[src/rtl/hazard_forward_ctrl.sv]
// Hazard controller for the 5-stage core: shadows EX/MEM/WB destination metadata,
// drives the EX operand forwarding selects and sequences load-use stalls and
// branch flushes for the IF/ID and ID/EX pipeline registers.
module hazard_forward_ctrl #(
    parameter int unsigned REG_ADDR_W = 5
) (
    input  logic                  clk,
    input  logic                  rst,
    input  logic [REG_ADDR_W-1:0] rs1_d,
    input  logic [REG_ADDR_W-1:0] rs2_d,
    input  logic [REG_ADDR_W-1:0] rd_d,
    input  logic                  reg_write_d,
    input  logic                  load_d,
    input  logic                  pc_src_e,
    output logic [1:0]            forward_a_e,
    output logic [1:0]            forward_b_e,
    output logic                  stall_f,
    output logic                  stall_d,
    output logic                  flush_d,
    output logic                  flush_e
);

    localparam logic [1:0] FwdReg = 2'b00;
    localparam logic [1:0] FwdWb  = 2'b01;
    localparam logic [1:0] FwdMem = 2'b10;

    // Shadow pipeline metadata
    logic [REG_ADDR_W-1:0] e_rs1_q, e_rs1_d;
    logic [REG_ADDR_W-1:0] e_rs2_q, e_rs2_d;
    logic [REG_ADDR_W-1:0] e_rd_q, e_rd_d;
    logic                  e_reg_write_q, e_reg_write_d;
    logic                  e_load_q, e_load_d;
    logic [REG_ADDR_W-1:0] m_rd_q, m_rd_d;
    logic                  m_reg_write_q, m_reg_write_d;
    logic [REG_ADDR_W-1:0] w_rd_q, w_rd_d;
    logic                  w_reg_write_q, w_reg_write_d;

    logic lw_stall;
    logic flush_e_int;

    // Pick the youngest in-flight producer of src; x0 is never forwarded.
    function automatic logic [1:0] fwd_sel(input logic [REG_ADDR_W-1:0] src,
                                           input logic [REG_ADDR_W-1:0] m_rd,
                                           input logic                  m_we,
                                           input logic [REG_ADDR_W-1:0] w_rd,
                                           input logic                  w_we);
        logic [1:0] sel;
        sel = FwdReg;
        if (m_we && (m_rd != '0) && (m_rd == src)) begin
            sel = FwdMem;
        end else if (w_we && (w_rd != '0) && (w_rd == src)) begin
            sel = FwdWb;
        end
        return sel;
    endfunction

    // Hazard detection and output drive; everything is held low during reset.
    always_comb begin
        lw_stall    = e_load_q && (e_rd_q != '0) &&
                      ((e_rd_q == rs1_d) || (e_rd_q == rs2_d)) && !pc_src_e;
        flush_e_int = lw_stall || pc_src_e;

        forward_a_e = FwdReg;
        forward_b_e = FwdReg;
        stall_f     = 1'b0;
        stall_d     = 1'b0;
        flush_d     = 1'b0;
        flush_e     = 1'b0;
        if (rst) begin
            forward_a_e = fwd_sel(e_rs1_q, m_rd_q, m_reg_write_q, w_rd_q, w_reg_write_q);
            forward_b_e = fwd_sel(e_rs2_q, m_rd_q, m_reg_write_q, w_rd_q, w_reg_write_q);
            stall_f     = lw_stall;
            stall_d     = lw_stall;
            flush_d     = pc_src_e;
            flush_e     = flush_e_int;
        end
    end

    // Next-state: E takes a bubble on flush, otherwise the ID fields; M and W shift.
    always_comb begin
        e_rs1_d       = rs1_d;
        e_rs2_d       = rs2_d;
        e_rd_d        = rd_d;
        e_reg_write_d = reg_write_d;
        e_load_d      = load_d;
        if (flush_e_int) begin
            e_rs1_d       = '0;
            e_rs2_d       = '0;
            e_rd_d        = '0;
            e_reg_write_d = 1'b0;
            e_load_d      = 1'b0;
        end
        m_rd_d        = e_rd_q;
        m_reg_write_d = e_reg_write_q;
        w_rd_d        = m_rd_q;
        w_reg_write_d = m_reg_write_q;
    end

    // Stage registers with asynchronous active-low clear.
    always_ff @(posedge clk or negedge rst) begin
        if (!rst) begin
            e_rs1_q       <= '0;
            e_rs2_q       <= '0;
            e_rd_q        <= '0;
            e_reg_write_q <= 1'b0;
            e_load_q      <= 1'b0;
            m_rd_q        <= '0;
            m_reg_write_q <= 1'b0;
            w_rd_q        <= '0;
            w_reg_write_q <= 1'b0;
        end else begin
            e_rs1_q       <= e_rs1_d;
            e_rs2_q       <= e_rs2_d;
            e_rd_q        <= e_rd_d;
            e_reg_write_q <= e_reg_write_d;
            e_load_q      <= e_load_d;
            m_rd_q        <= m_rd_d;
            m_reg_write_q <= m_reg_write_d;
            w_rd_q        <= w_rd_d;
            w_reg_write_q <= w_reg_write_d;
        end
    end

endmodule
[config.mk]
export PLATFORM = sky130hd
export DESIGN_NAME = hazard_forward_ctrl
export DESIGN_NICKNAME = d
export VERILOG_FILES = /design/src/rtl/hazard_forward_ctrl.sv
export SDC_FILE = /design/constraint.sdc
export NUM_CORES = 1
export LEC_CHECK = 0
export BUFFER_PORTS_ARGS = -buffer_cell sky130_fd_sc_hd__buf_2
export CORE_UTILIZATION = 40
export CTS_BUF_LIST = sky130_fd_sc_hd__clkbuf_8
export DETAILED_ROUTE_END_ITERATION = 10
export PLACE_DENSITY = 0.66
export SETUP_SLACK_MARGIN = 0.4
export SLEW_MARGIN = 10
export SYNTH_ARGS = -nofsm -noshare
export SYNTH_HDL_FRONTEND = slang
export SYNTH_SLANG_ARGS = --single-unit
[constraint.sdc]
create_clock -name clk -period 2 [get_ports clk]
set_input_delay 0.2 -clock clk [delete_from_list [all_inputs] [get_ports clk]]
set_output_delay 0.2 -clock clk [all_outputs]
set_load 0.01 [all_outputs]
Yosys cells after proc, flatten, opt, wreduce, memory -nomap -nowiden. Cells that the tools add are included.

Add/subtract/negate cells: 0. Multipliers: 0. Divide/modulo/power cells: 0. Order comparisons: 0. Equal/unequal tests: 6. Shift-type cells: 0. Mux-type cells: 14. Bitwise logic cells: 0. Reduce and logical (&&, ||, !) cells: 15.

Operators with widths (number): $eq 5x5->1 (6); $mux 5 (3); $reduce_bool 5->1 (3); $logic_and 1x1->1 (9); $mux 2 (4); $mux 1 (7); $logic_or 1x1->1 (2); $logic_not 1->1 (1).

Register bits: 29. Latch bits: 0. RAM bits: 0. ROM bits: 0. Bits of input ports: 20. Output and inout port bits: 8. Word-level logic and storage cells: 44. Memories kept: 0.

Logic depth before layout (Yosys ltp).
Depth in word-level cells: 6. Depth in mapped cells: 5. Gate-level depth less buffers: 4.

Least setup slack after synthesis. OpenSTA, ideal clock, no wires.

Path type: reg-to-output. Start: reg e_rd_q[4]. End: out stall_f. Arrival: 1.607 ns. Required time: 1.800 ns. Slack: 0.193 ns. Cell stages (with the launch flop): 6. Path buffers: 2. Cell sequence: dfrtp_1 -> or4_1 -> o21a_1 -> buf_6 -> and4b_1 -> buf_4.

Word-level cells in the longest chain between the ends: 5. Elaborated cells between the ends (all ways): 8. Those cells by class: eq/ne (2); mux (1); reduce/logical (5).

Ends and longest elaborated chain: start, declared (RTL line 30) `logic [REG_ADDR_W-1:0] e_rd_q, e_rd_d;`; start signal, assigned (RTL line 114) `e_rd_q <= e_rd_d;`; $eq 5x5->1 or $reduce_bool 5->1 (tied branches) (RTL line 60, 59); $logic_or 1x1->1 or $logic_and 1x1->1 (tied branches) (RTL line 60, 59); $logic_and 1x1->1 * (RTL line 59) `lw_stall = e_load_q && (e_rd_q != '0) &&`; $logic_and 1x1->1 * (RTL line 60) `((e_rd_q == rs1_d) || (e_rd_q == rs2_d)) && !pc_src_e;`; $mux 1 *; end, declared (RTL line 17) `output logic stall_f,`.

Mark *: on every way between the ends. The rest lies on a longest branch, timed or not.

Final worst setup path.
Start: reg e_rs1_q[2]. End: out forward_a_e[0].

Word-level cells in the longest chain between the ends: 5. Elaborated cells between the ends (all ways): 7. Those cells by class: eq/ne (2); mux (3); reduce/logical (2).

Ends and longest elaborated chain: start, declared (RTL line 28) `logic [REG_ADDR_W-1:0] e_rs1_q, e_rs1_d;`; start signal, assigned (RTL line 112) `e_rs1_q <= e_rs1_d;`; $eq 5x5->1 (RTL line 51) `end else if (w_we && (w_rd != '0) && (w_rd == src)) begin`; $logic_and 1x1->1 (RTL line 51); $mux 1 (RTL line 51); $mux 2 * (RTL line 49) `if (m_we && (m_rd != '0) && (m_rd == src)) begin`; $mux 2 * (RTL line 69) `if (rst) begin`; end, declared (RTL line 15) `output logic [1:0] forward_a_e,`.

Marked as above.

==> results by group <==
STA
  • RSZ-0062 raised after global routing: true
  • Final period utilization: 1.01
  • Hold Vio Cnt, Final: 0
  • Clk_skew: approximately 0.0031 ns
  • Fmax: about 0.50 GHz
  • Fin. max-slew vios: 0
  • Final Setup Violations: 1
  • Relative slew margins: 0.783
  • Hold WS: 0.00143 ns
  • Worst Max-Slew Pin Slew: 0.325 ns
  • Final WS setup: -0.0161 ns
  • Final Critical Period: between 2 and 2.5 ns

Cells and area
  • Nets: between 150 and 200
  • Most frequent cells in the layout: dfrtp_1 (28), buf_2 (27), xnor2_1 (17), nand2b_1 (17), a21oi_2 (16)
  • Layout cells sized above 1: 0.471
  • Finished Layout Cells: ~220
  • Antenna cell count: 0
  • Commonest non-fill, non-tap cell in the layout: dfrtp_1
  • Syn-to-layout area delta: 38.5%

Worst setup path
  • Crit path required time: about 1.8 ns
  • CP delay by family, top: simple AND/OR/NAND/NOR gates
  • WP buf/inv: 1
  • RR Startpoint: e_rd_q[4]$_DFF_PN0_
  • Stages on worst setup path: 4
  • Critical Path Sink: forward_a_e[0]
  • Critical path launch point type: register
  • R2R depth: 6
  • CP startpoint: e_rs1_q[2]$_DFF_PN0_
  • Nature of the critical path endpoint: primary output
  • Delay of the slowest cell on the worst path: 0.54 ns
  • Critical path's slowest cell: or4_4
  • Crit-path cells: xor2_1 > or4_4 > nor4_4 > buf_2
  • Kind of critical path: reg -> out
  • Reg2reg end: e_rs2_q[1]$_DFF_PN0_
  • Flop2flop setup slack: about 0.27 ns
  • Crit-path max FO: 2
  • Crit path DAT: between 1.5 and 2 ns

Power and ir drop
  • PD cells: about 690 nW/um^2
  • Clock share of power: 0.331
  • Logic pwr share: 0.192
  • P_int: roughly 980 uW
  • Design Power: 1360 uW
  • Switching Fraction: 0.277
  • LEAKAGE: ~0.0009 uW
  • Sw Pwr: between 300 and 400 uW
  • Sequential power share: 0.476
  • Peak supply drop: roughly 440 uV

Min path
  • Worst Hold Class: in -> async

Yosys
  • Sequential share of the synthesized area: 0.509
  • Synthesized netlist net count: 143
  • Synth Register Bits: 29
  • Yosys warning count: 0
  • Mapped Avg Cell Area: about 12 um^2
  • Netlist cell types: 23
  • Cell count after synthesis: between 100 and 150
  • Syn Std Cell Area: roughly 1400 um^2

Die
  • Die span in x: slightly above 60 um
  • I/O pins: 28
  • Die Ht: 61.7 um
  • Initial Util: 0.424
  • Die ar.: about 3800 um^2
  • Core area: around 3400 um^2
  • Cell Rows: 21

Place
  • DP HPWL: 2010 um
  • GP Congestion: ~0.92
  • Placed Cells: 194
  • DP Worst Slack: between 0.15 and 0.2 ns
  • Port buffer count: 27

Route
  • Vias per cell: a little under 5
  • DRT Pass-1 Iters: 3
  • Antenna-violating nets left: 0
  • WL final: 3110 um
  • DR iter-0 viols: 22
  • Routed len/inst: about 14 um
  • Vias: 1060
  • Residual DRC: 0

GRT
  • Overall Global Routing Usage: 0.190
  • Gr ovfl total: 0
  • First-pass GRT wire length: a little under 5000 um
  • Number of global-route vias before repair: around 1.1k
  • Initial antenna violation count: 0
  • Largest net degree at the start of global routing: 30

Clock network
  • CTS tree: built
  • Clock buffer depth: 2
  • Worst-Skew Late Latency: 0.28 ns
  • Root Driver: clkbuf_8
  • TritonCTS Buffers: 5
  • CTS H-tree lvls: 2
  • CTS sink count: 29
  • CTS clock-pin slew for the worst setup and hold paths: ~0.060 ns

Status
  • Failing checks: setup timing
  • Status: complete, but fails checks

Run
  • MaxCap Viol Count: 0
[routing by layer]
metal  share of wire  track usage
met2            0.51        0.324
met3           0.049       0.0683
met4           0.032       0.0984
met1            0.40        0.209
met5               0            0
[kinds of logic (layout without fill, tap and decap cells)]
kind of cell | Yosys count | after routing | synth area share
flip-flops | 29 | 29 | 0.509
XOR/XNOR | 30 | 30 | 0.184
AO/OA/AOI/OAI | 22 | 22 | 0.115
buffers and inverters | 5 | 54 | 0.0333
AND/OR/NAND/NOR | 37 | 37 | 0.159
[cell usage after synthesis (all sizes together)]
master / instances / area [um^2]
a31o: 1 / 8.76
buf: 4 / 43.8
xor2: 12 / 105
o22ai: 1 / 12.5
clkbuf: 1 / 3.75
xnor2: 18 / 158
or4: 4 / 30.0
and2: 3 / 18.8
o21ai: 1 / 5.00
nand2: 2 / 7.51
o211ai: 1 / 7.51
nand2b: 17 / 106
a21oi: 17 / 123
dfrtp: 29 / 726
o21a: 1 / 7.51
nor3: 2 / 10.0
and4b: 1 / 10.0
nand3: 5 / 25.0
nor4: 3 / 18.8
[flip-flops by register name (all words and copies together) (netlist names)]
register and cells:
m_rd_q 5, e_load_q 1, e_rs2_q 5, m_reg_write_q 1
e_rd_q 5, e_reg_write_q 1, w_reg_write_q 1, w_rd_q 5
e_rs1_q 5
[through the flow]
stage          utilization  cell area (um^2)  TNS (ns)
2_1_floorplan            -              1450         0
3_3_place_gp         0.480              1610         0
3_5_place_dp         0.480              1610         0
4_1_cts              0.571              1920   -0.0255
5_1_grt              0.587              1980    -0.164
6_report             0.587              1980   -0.0161
[layout make-up]
| class | instances | area [um^2] |
|---|---|---|
| clock inverters | 3 | 13.8 |
| flip-flops and latches | 29 | 727 |
| fillers | 302 | 1390 |
| well taps | 46 | 57.6 |
| multi-input cells | 89 | 774 |
| clock buffers | 5 | 68.8 |
| repair buffers | 46 | 334 |
[power by group through the flow]
stage	Combinational [uW]	Sequential, uW	Clock (uW)
2_1_floorplan	124	655	0
3_5_place_dp	178	663	0
6_report	261	649	451
4_1_cts	245	648	465
5_1_grt	283	652	496
3_3_place_gp	174	662	0
[worst min path at each step]
stage,from,end,slack (ns)
after floorplan,rst,e_load_q$_DFF_PN0_,-0.1
after global placement,rst,w_reg_write_q$_DFF_PN0_,0.25
after detailed placement,rst,w_reg_write_q$_DFF_PN0_,0.26
after CTS,rst,m_rd_q[0]$_DFF_PN0_,0.005
after global routing,rst,m_reg_write_q$_DFF_PN0_,0.02
final,rst,e_reg_write_q$_DFF_PN0_,0.001
[tightest hold or removal path, cell delays in order]
cell and delay [ns]:
buf_2 0.09, buf_4 0.15, buf_12 0.20
[repair_timing]
action / CTS / global route
setup endpoints to repair: 22 / 24
resized for setup: 19 / 8
hold buffers: 1 / 0
pin swaps: 10 / 19
cloned: 1 / 0
buffers inserted: 12 / 2
endpoints found under the hold margin: 29 / 0
No activity file was read; power rests on OpenSTA's default activity.
